## config.mk

```make
export PLATFORM = sky130hd
export DESIGN_NAME = mux_sel_scanner
export DESIGN_NICKNAME = d
export VERILOG_FILES = /design/src/rtl/mux_sel_scanner.sv
export SDC_FILE = /design/constraint.sdc
export NUM_CORES = 1
export LEC_CHECK = 0
export CAP_MARGIN = 20
export CELL_PAD_IN_SITES_DETAIL_PLACEMENT = 1
export CELL_PAD_IN_SITES_GLOBAL_PLACEMENT = 2
export CORE_MARGIN = 4
export CORE_UTILIZATION = 34
export CTS_CLUSTER_DIAMETER = 100
export DETAILED_ROUTE_END_ITERATION = 12
export DONT_BUFFER_PORTS = 1
export PLACE_DENSITY = 0.73
export SYNTH_ARGS = -nofsm -noshare
export SYNTH_HDL_FRONTEND = slang
export SYNTH_SLANG_ARGS = --single-unit
```

## constraint.sdc

```tcl
create_clock -name clk -period 1.9 [get_ports clk]
set_clock_uncertainty 0.05 [all_clocks]
set_input_delay 0.38 -clock clk [delete_from_list [all_inputs] [get_ports clk]]
set_output_delay 0.38 -clock clk [all_outputs]
set_load 0.005 [all_outputs]
```

## src/rtl/mux_sel_scanner.sv

```systemverilog
// Purpose: round-robin select generator for a 4:1 mux, with auto dwell or manual step, skipping masked channels.
// Latency: every output is registered, so a cause is visible on the next clk edge.
// Backpressure: none; en=0 or an empty mask parks the scanner in IDLE on channel 00.
module mux_sel_scanner #(
    parameter int DWELL = 4,
    parameter int CNT_W = 3
) (
    input  logic       clk,
    input  logic       reset,
    input  logic       en,
    input  logic [3:0] mask,
    input  logic       mode,
    input  logic       step_btn,
    output logic       b0,
    output logic       b1,
    output logic       sel_valid,
    output logic       wrap
);

    typedef enum logic {IDLE, SCAN} state_t;

    localparam logic [CNT_W-1:0] DWELL_M1 = CNT_W'(DWELL - 1);

    state_t             state_q, state_d;
    logic [1:0]         sel_q, sel_d;
    logic               vld_q, vld_d;
    logic               wrap_q, wrap_d;
    logic [CNT_W-1:0]   cnt_q, cnt_d;
    logic               btn_q;
    logic               mode_q;

    logic               step_edge;
    logic               mode_chg;
    logic               dwell_done;
    logic               forced;
    logic               advance;
    logic [1:0]         nxt_ch;

    // Search cur+1, cur+2, cur+3 and finally cur itself; nearer candidates win.
    function automatic logic [1:0] next_ch(input logic [1:0] cur, input logic [3:0] m);
        logic [1:0] idx;
        logic [1:0] res;
        res = cur;
        for (int k = 3; k >= 1; k--) begin
            idx = cur + 2'(k);
            if (m[idx]) res = idx;
        end
        return res;
    endfunction

    function automatic logic [1:0] lowest_ch(input logic [3:0] m);
        logic [1:0] res;
        res = 2'd0;
        for (int i = 3; i >= 0; i--) begin
            if (m[i]) res = 2'(i);
        end
        return res;
    endfunction

    assign step_edge  = step_btn & ~btn_q;
    assign mode_chg   = mode ^ mode_q;
    assign dwell_done = ~mode & ~mode_chg & (cnt_q == DWELL_M1);
    assign forced     = ~mask[sel_q];
    assign advance    = forced | dwell_done | (mode & step_edge);
    assign nxt_ch     = next_ch(sel_q, mask);

    always_ff @(posedge clk) begin
        if (reset) begin
            state_q <= IDLE;
            sel_q   <= 2'b00;
            vld_q   <= 1'b0;
            wrap_q  <= 1'b0;
            cnt_q   <= '0;
            btn_q   <= 1'b0;
            mode_q  <= 1'b0;
        end else begin
            state_q <= state_d;
            sel_q   <= sel_d;
            vld_q   <= vld_d;
            wrap_q  <= wrap_d;
            cnt_q   <= cnt_d;
            btn_q   <= step_btn;
            mode_q  <= mode;
        end
    end

    always_comb begin
        state_d = state_q;
        case (state_q)
            IDLE:    if (en && (mask != 4'b0000)) state_d = SCAN;
            SCAN:    if (!en || (mask == 4'b0000)) state_d = IDLE;
            default: state_d = IDLE;
        endcase
    end

    // Leaving SCAN falls through to the defaults: channel 00, invalid, no wrap.
    always_comb begin
        sel_d  = 2'b00;
        vld_d  = 1'b0;
        wrap_d = 1'b0;
        cnt_d  = '0;
        case (state_q)
            IDLE: begin
                if (state_d == SCAN) begin
                    sel_d = lowest_ch(mask);
                    vld_d = 1'b1;
                end
            end
            SCAN: begin
                if (state_d == SCAN) begin
                    vld_d = 1'b1;
                    if (advance) begin
                        sel_d  = nxt_ch;
                        wrap_d = (nxt_ch <= sel_q);
                    end else begin
                        sel_d = sel_q;
                        if (!mode && !mode_chg) cnt_d = cnt_q + 1'b1;
                    end
                end
            end
            default: ;
        endcase
    end

    assign b1        = sel_q[1];
    assign b0        = sel_q[0];
    assign sel_valid = vld_q;
    assign wrap      = wrap_q;

endmodule

```

# Yosys cells after proc, flatten, opt, wreduce, memory -nomap -nowiden
# Cells that the tools add are included.
# word_totals
output_inout_bits	4
word_cells	66
romBits	0
reg_bits	10
n_memories	0
input_bits	9
mem_bits_rw	0
latchBits	0
# classes
addsub	4
reduce_logical	10
n_mux	23
n_eq_ne	2
mul	0
n_shift	0
n_div	0
bitwise_logic	15
order_cmp	5
# ops
op	count
$mux 2	10
$lt 2x3->1 const B	4
$bmux 1 s2	4
$not 1->1	8
$mux 1	7
$reduce_or 5->1	1
$add 2x2->2 const B	2
$and 1x1->1	4
$logic_not 4->1	1
$pmux 2 s2	1
$reduce_bool 4->1	1
$reduce_or 4->1	1
$add 3x1->3 const B	1
$eq 3x2->1 const B	1
$logic_not 1->1	3
$ne 3x2->1 const B	1
$add 2x1->2 const B	1
$le 2x2->1	1
$logic_and 1x1->1	2
$or 1x1->1	2
$pmux 1 s2	1
$logic_or 1x1->1	1
$xor 1x1->1	1

# Depth between registers and ports, before layout
# logic_depth
ltp_word	9
depth_mapped	8
ltp_nobuf	8

# Worst setup path after synthesis
# OpenSTA, ideal clock, no wires.
# synth_timing
path_kind	input-to-reg
startpoint	in mask[3]
endpoint	reg wrap_q, in the netlist wrap
stages	7
arrival_time_ns	1.594
setup_time_ns	0.096
required_time_ns	1.754
path_buffers	0
setup_slack_ns	0.160
path_cell_list	or2_2 a21o_1 and2_1 ha_1 a21oi_1 a21oi_1 nor4b_1
# synth_via
elab_chain_cells	7
elab_cells_between_ends	25
cone_classes	order compare (1); mux (14); bitwise (5); reduce/logical (5)
# synth_lines
item	line	rtl
start, declared	11	input logic [3:0] mask,
parallel branches: the longest is 7 deep, another holds $le 2x2->1	--	
end signal, assigned	80	wrap_q <= wrap_d;
end, declared	27	logic wrap_q, wrap_d;
# Several ways; the timed one is not identified. The select of a mux whose other input is x is not followed.
# A chain may end at the register's enable or synchronous reset.

# Worst setup path after layout
# layout_timing
startpoint	reg sel_q[0]
endpoint	reg sel_q[0]
# layout_via
elab_chain_cells	9
elab_cells_between_ends	21
cone_classes	add/sub (3); eq/ne (1); mux (14); bitwise (3)
# layout_lines
item	line	rtl
start, declared	25	logic [1:0] sel_q, sel_d;
start signal, assigned	78	sel_q <= sel_d;
$add 2x2->2	45	idx = cur + 2'(k);
$bmux 1 s2	46	if (m[idx]) res = idx;
$mux 1 (not written as such)	46	
$mux 2 (3 in series)	46	
$mux 2	112	if (advance) begin
$mux 2	110	if (state_d == SCAN) begin
$pmux 2 s2	102	case (state_q)
# Parallel ways exist; a longest one is shown, timed or not. The select of a mux whose other input is x is not followed.

==> qor.csv <==
stage,metric,value,unit
status,status,"complete, no violations",
grt,GRT overflow,0,
die,die width,48.06,um
sta,Tmin final,1.727,ns
routing,Vias,432,
power_and_ir_drop,Clock power frac,0.354,
layout,nets@finish,76,
power_and_ir_drop,Lkg Pwr,0.2254,nW
logic_synthesis,yosys warns,0,
clock_network,CTS Hold Bufs,0,
clock_network,Sinks on Clock Net,9,
die,Die Footprint,0.002309,mm^2
logic_synthesis,largest family of logic cells by synthesized area,simple AND/OR/NAND/NOR gates,
clock_network,CTS tree,built,
grt,largest net degree at the start of global routing,8,
logic_synthesis,post-synthesis simple-gate area fraction,0.3073,
power_and_ir_drop,sw frac,0.2363,
routing,Total Wirelength,1.080,mm
logic_synthesis,#FFs+latches synth,9,
sta,Final Hold Fails,0,
logic_synthesis,"Cell Area, Synth",545.5,um^2
power_and_ir_drop,Max VDD drop,0.3851,mV
layout,Area growth syn-to-layout,9.862,%
die,row cnt,14,
logic_synthesis,Synth Area in Compound Gates,0.1743,
logic_synthesis,XOR/XNOR share of the synthesized area,0,
placement,DP HPWL,872.2,um
worst_setup_path,Worst EP required,1.98,ns
logic_synthesis,register area share after synthesis,0.3303,
power_and_ir_drop,share of power burned in registers,0.505,
routing,Initial DRT Pass Iterations,2,
worst_setup_path,Worst Setup End Kind,flop,
worst_setup_path,CP startpoint kind,flop,
layout,most frequent cells in the layout,"dfxtp_1, inv_1, nand2b_1, nor2_1",
die,CORE AREA,0.001506,mm^2
routing,drt drc,0,
layout,non-filler instance count after layout,78,
worst_setup_path,critical-path maximum fanout,6,
clock_network,Worst-Skew Late Latency,0.25,ns
sta,Worst-Margin Slew,0.3068,ns
die,Initial Util,0.3621,
sta,Max Freq,579.1,MHz
grt,total track usage,0.1258,
power_and_ir_drop,Comb power frac,0.141,
clock_network,worst-case clock buffer depth,2,
die,# IOs,13,
power_and_ir_drop,Cell Pwr Density,665.2,mW/mm^2
sta,Hold WS,0.1259,ns
layout,Final Util,0.3978,
power_and_ir_drop,net load switching power,0.09422,mW
clock_network,CTS buffer count,3,
hold_path,worst min-delay path class,input pin to flop,
logic_synthesis,post-synthesis cell type count,25,
logic_synthesis,ys flop type,dfxtp_1,
logic_synthesis,mux cell area share after synthesis,0.04817,
routing,vias per inst,5.538,
layout,layout cells sized above 1,0.1935,
sta,PnR worst setup slack,0.1733,ns
die,die span in y,48.06,um
grt,vias in the first global route,432,
grt,antenna violations before repair,0,
power_and_ir_drop,P_int,0.3045,mW
placement,placed cell count,74,
clock_network,"Reg clk slew, reported paths",0.06,ns
layout,"commonest non-fill, non-tap cell in the layout",dfxtp_1,
placement,Final GP Congestion,0.6884,
sta,final worst path period share,0.9088,
sta,relative slew slack,0.7939,
sta,unrepaired setup endpoints after global routing,false,
routing,Final ANT Viol Nets,0,
sta,final-report max-slew violation count,0,
logic_synthesis,Post-Synth Adder-Cell Area,0.09174,
clock_network,# H-tree levels,1,
worst_setup_path,Setup CP Type,flop to flop,
flow_run,max_cap viols,0,
layout,antenna diode count,0,
sta,setup TNS,0,ns
placement,Port Buffers,0,
clock_network,Clock Tree Root,clkbuf_4,
logic_synthesis,syn nets,71,
logic_synthesis,ys async rst share,0,
clock_network,number of setup buffers added after CTS,0,
routing,drt initial violations,4,
routing,DR WL/cell,13.85,um
grt,first-pass GRT wire length,1.952,mm
logic_synthesis,syn avg cell area,9.406,um^2
worst_setup_path,Worst Path Arrival,1.81,ns
sta,final setup fails,0,
logic_synthesis,Post-synth EDFFs,0,
logic_synthesis,cells after synthesis,58,
placement,dpl ws,0.07628,ns
## worst max-delay path: stages (launching register included)
cell and delay [ns]:
dfxtp_2 0.39, mux4_1 0.58, o311a_1 0.20, o41ai_2 0.27, a221oi_2 0.11
## cells by family after synthesis
group                    after synthesis
AND/OR/NAND/NOR                       26
AO/OA/AOI/OAI                         11
flip-flops                             9
buffers and inverters                  7
adder cells (fa/ha/maj)                4
multiplexers                           1
## Yosys cell counts (2+ instances only)
cell      count  area share
dfxtp_1       9        0.33
inv_1         7       0.048
nand2b_1      5       0.057
nor2_1        5       0.034
a21oi_1       4       0.037
ha_1          4       0.092
nor3_1        3       0.028
nand3b_1      2       0.028
nand4b_1      2       0.032
nor2b_1       2       0.023
## registers in the layout, summed over array words and instances (netlist names)
signal,flops
cnt_q,3
sel_q,2
btn_q,1
mode_q,1
state_q,1
wrap,1
## power groups by stage
stage	logic (mW)	clock network, mW	registers [mW]
final	0.0563	0.141	0.201
after global routing	0.0650	0.162	0.202
after CTS	0.0552	0.152	0.201
after detailed placement	0.0549	0	0.206
after global placement	0.0549	0	0.206
after floorplan	0.0469	0	0.204
## timing repair
item / in CTS / in global routing
hold endpoints to repair: 0 / 0
gates resized for setup: 0 / 2
endpoints found under the setup margin: 0 / 2
## per-stage QoR
stage          area, um^2  power, mW
2_1_floorplan       545.5     0.2506
3_3_place_gp        565.5     0.2604
3_5_place_dp        565.5     0.2606
4_1_cts             591.8     0.4087
5_1_grt             599.3     0.4290
6_report            599.3     0.3987
## final timing paths
kind | slack (ns) | start | end | depth (start not counted)
worst max register to register | 0.17 | sel_q[0] | sel_q[0] | 4
worst min register to register | 0.37 | cnt_q[0] | cnt_q[0] | 1
worst min-delay path | 0.13 | reset | sel_q[0] | 1
worst max-delay path | 0.17 | sel_q[0] | sel_q[0] | 4
## per-layer routing
metal / track usage / routed length, um / up-vias
met5: 0 / 0 / -
met4: 0.03226 / 0 / 0
met3: 0.07519 / 81 / 0
met2: 0.1794 / 470 / 10
met1: 0.1604 / 528 / 202
li1: - / - / 220
## final cells by class
| class | count | area [um^2] |
|---|---|---|
| clock buffers | 4 | 26.28 |
| fillers | 181 | 907.1 |
| inverters | 7 | 26.28 |
| multi-input cells | 42 | 345.3 |
| flip-flops and latches | 9 | 181.4 |
| well taps | 16 | 20.02 |
Note: power is estimated with default switching activity, not from simulation.
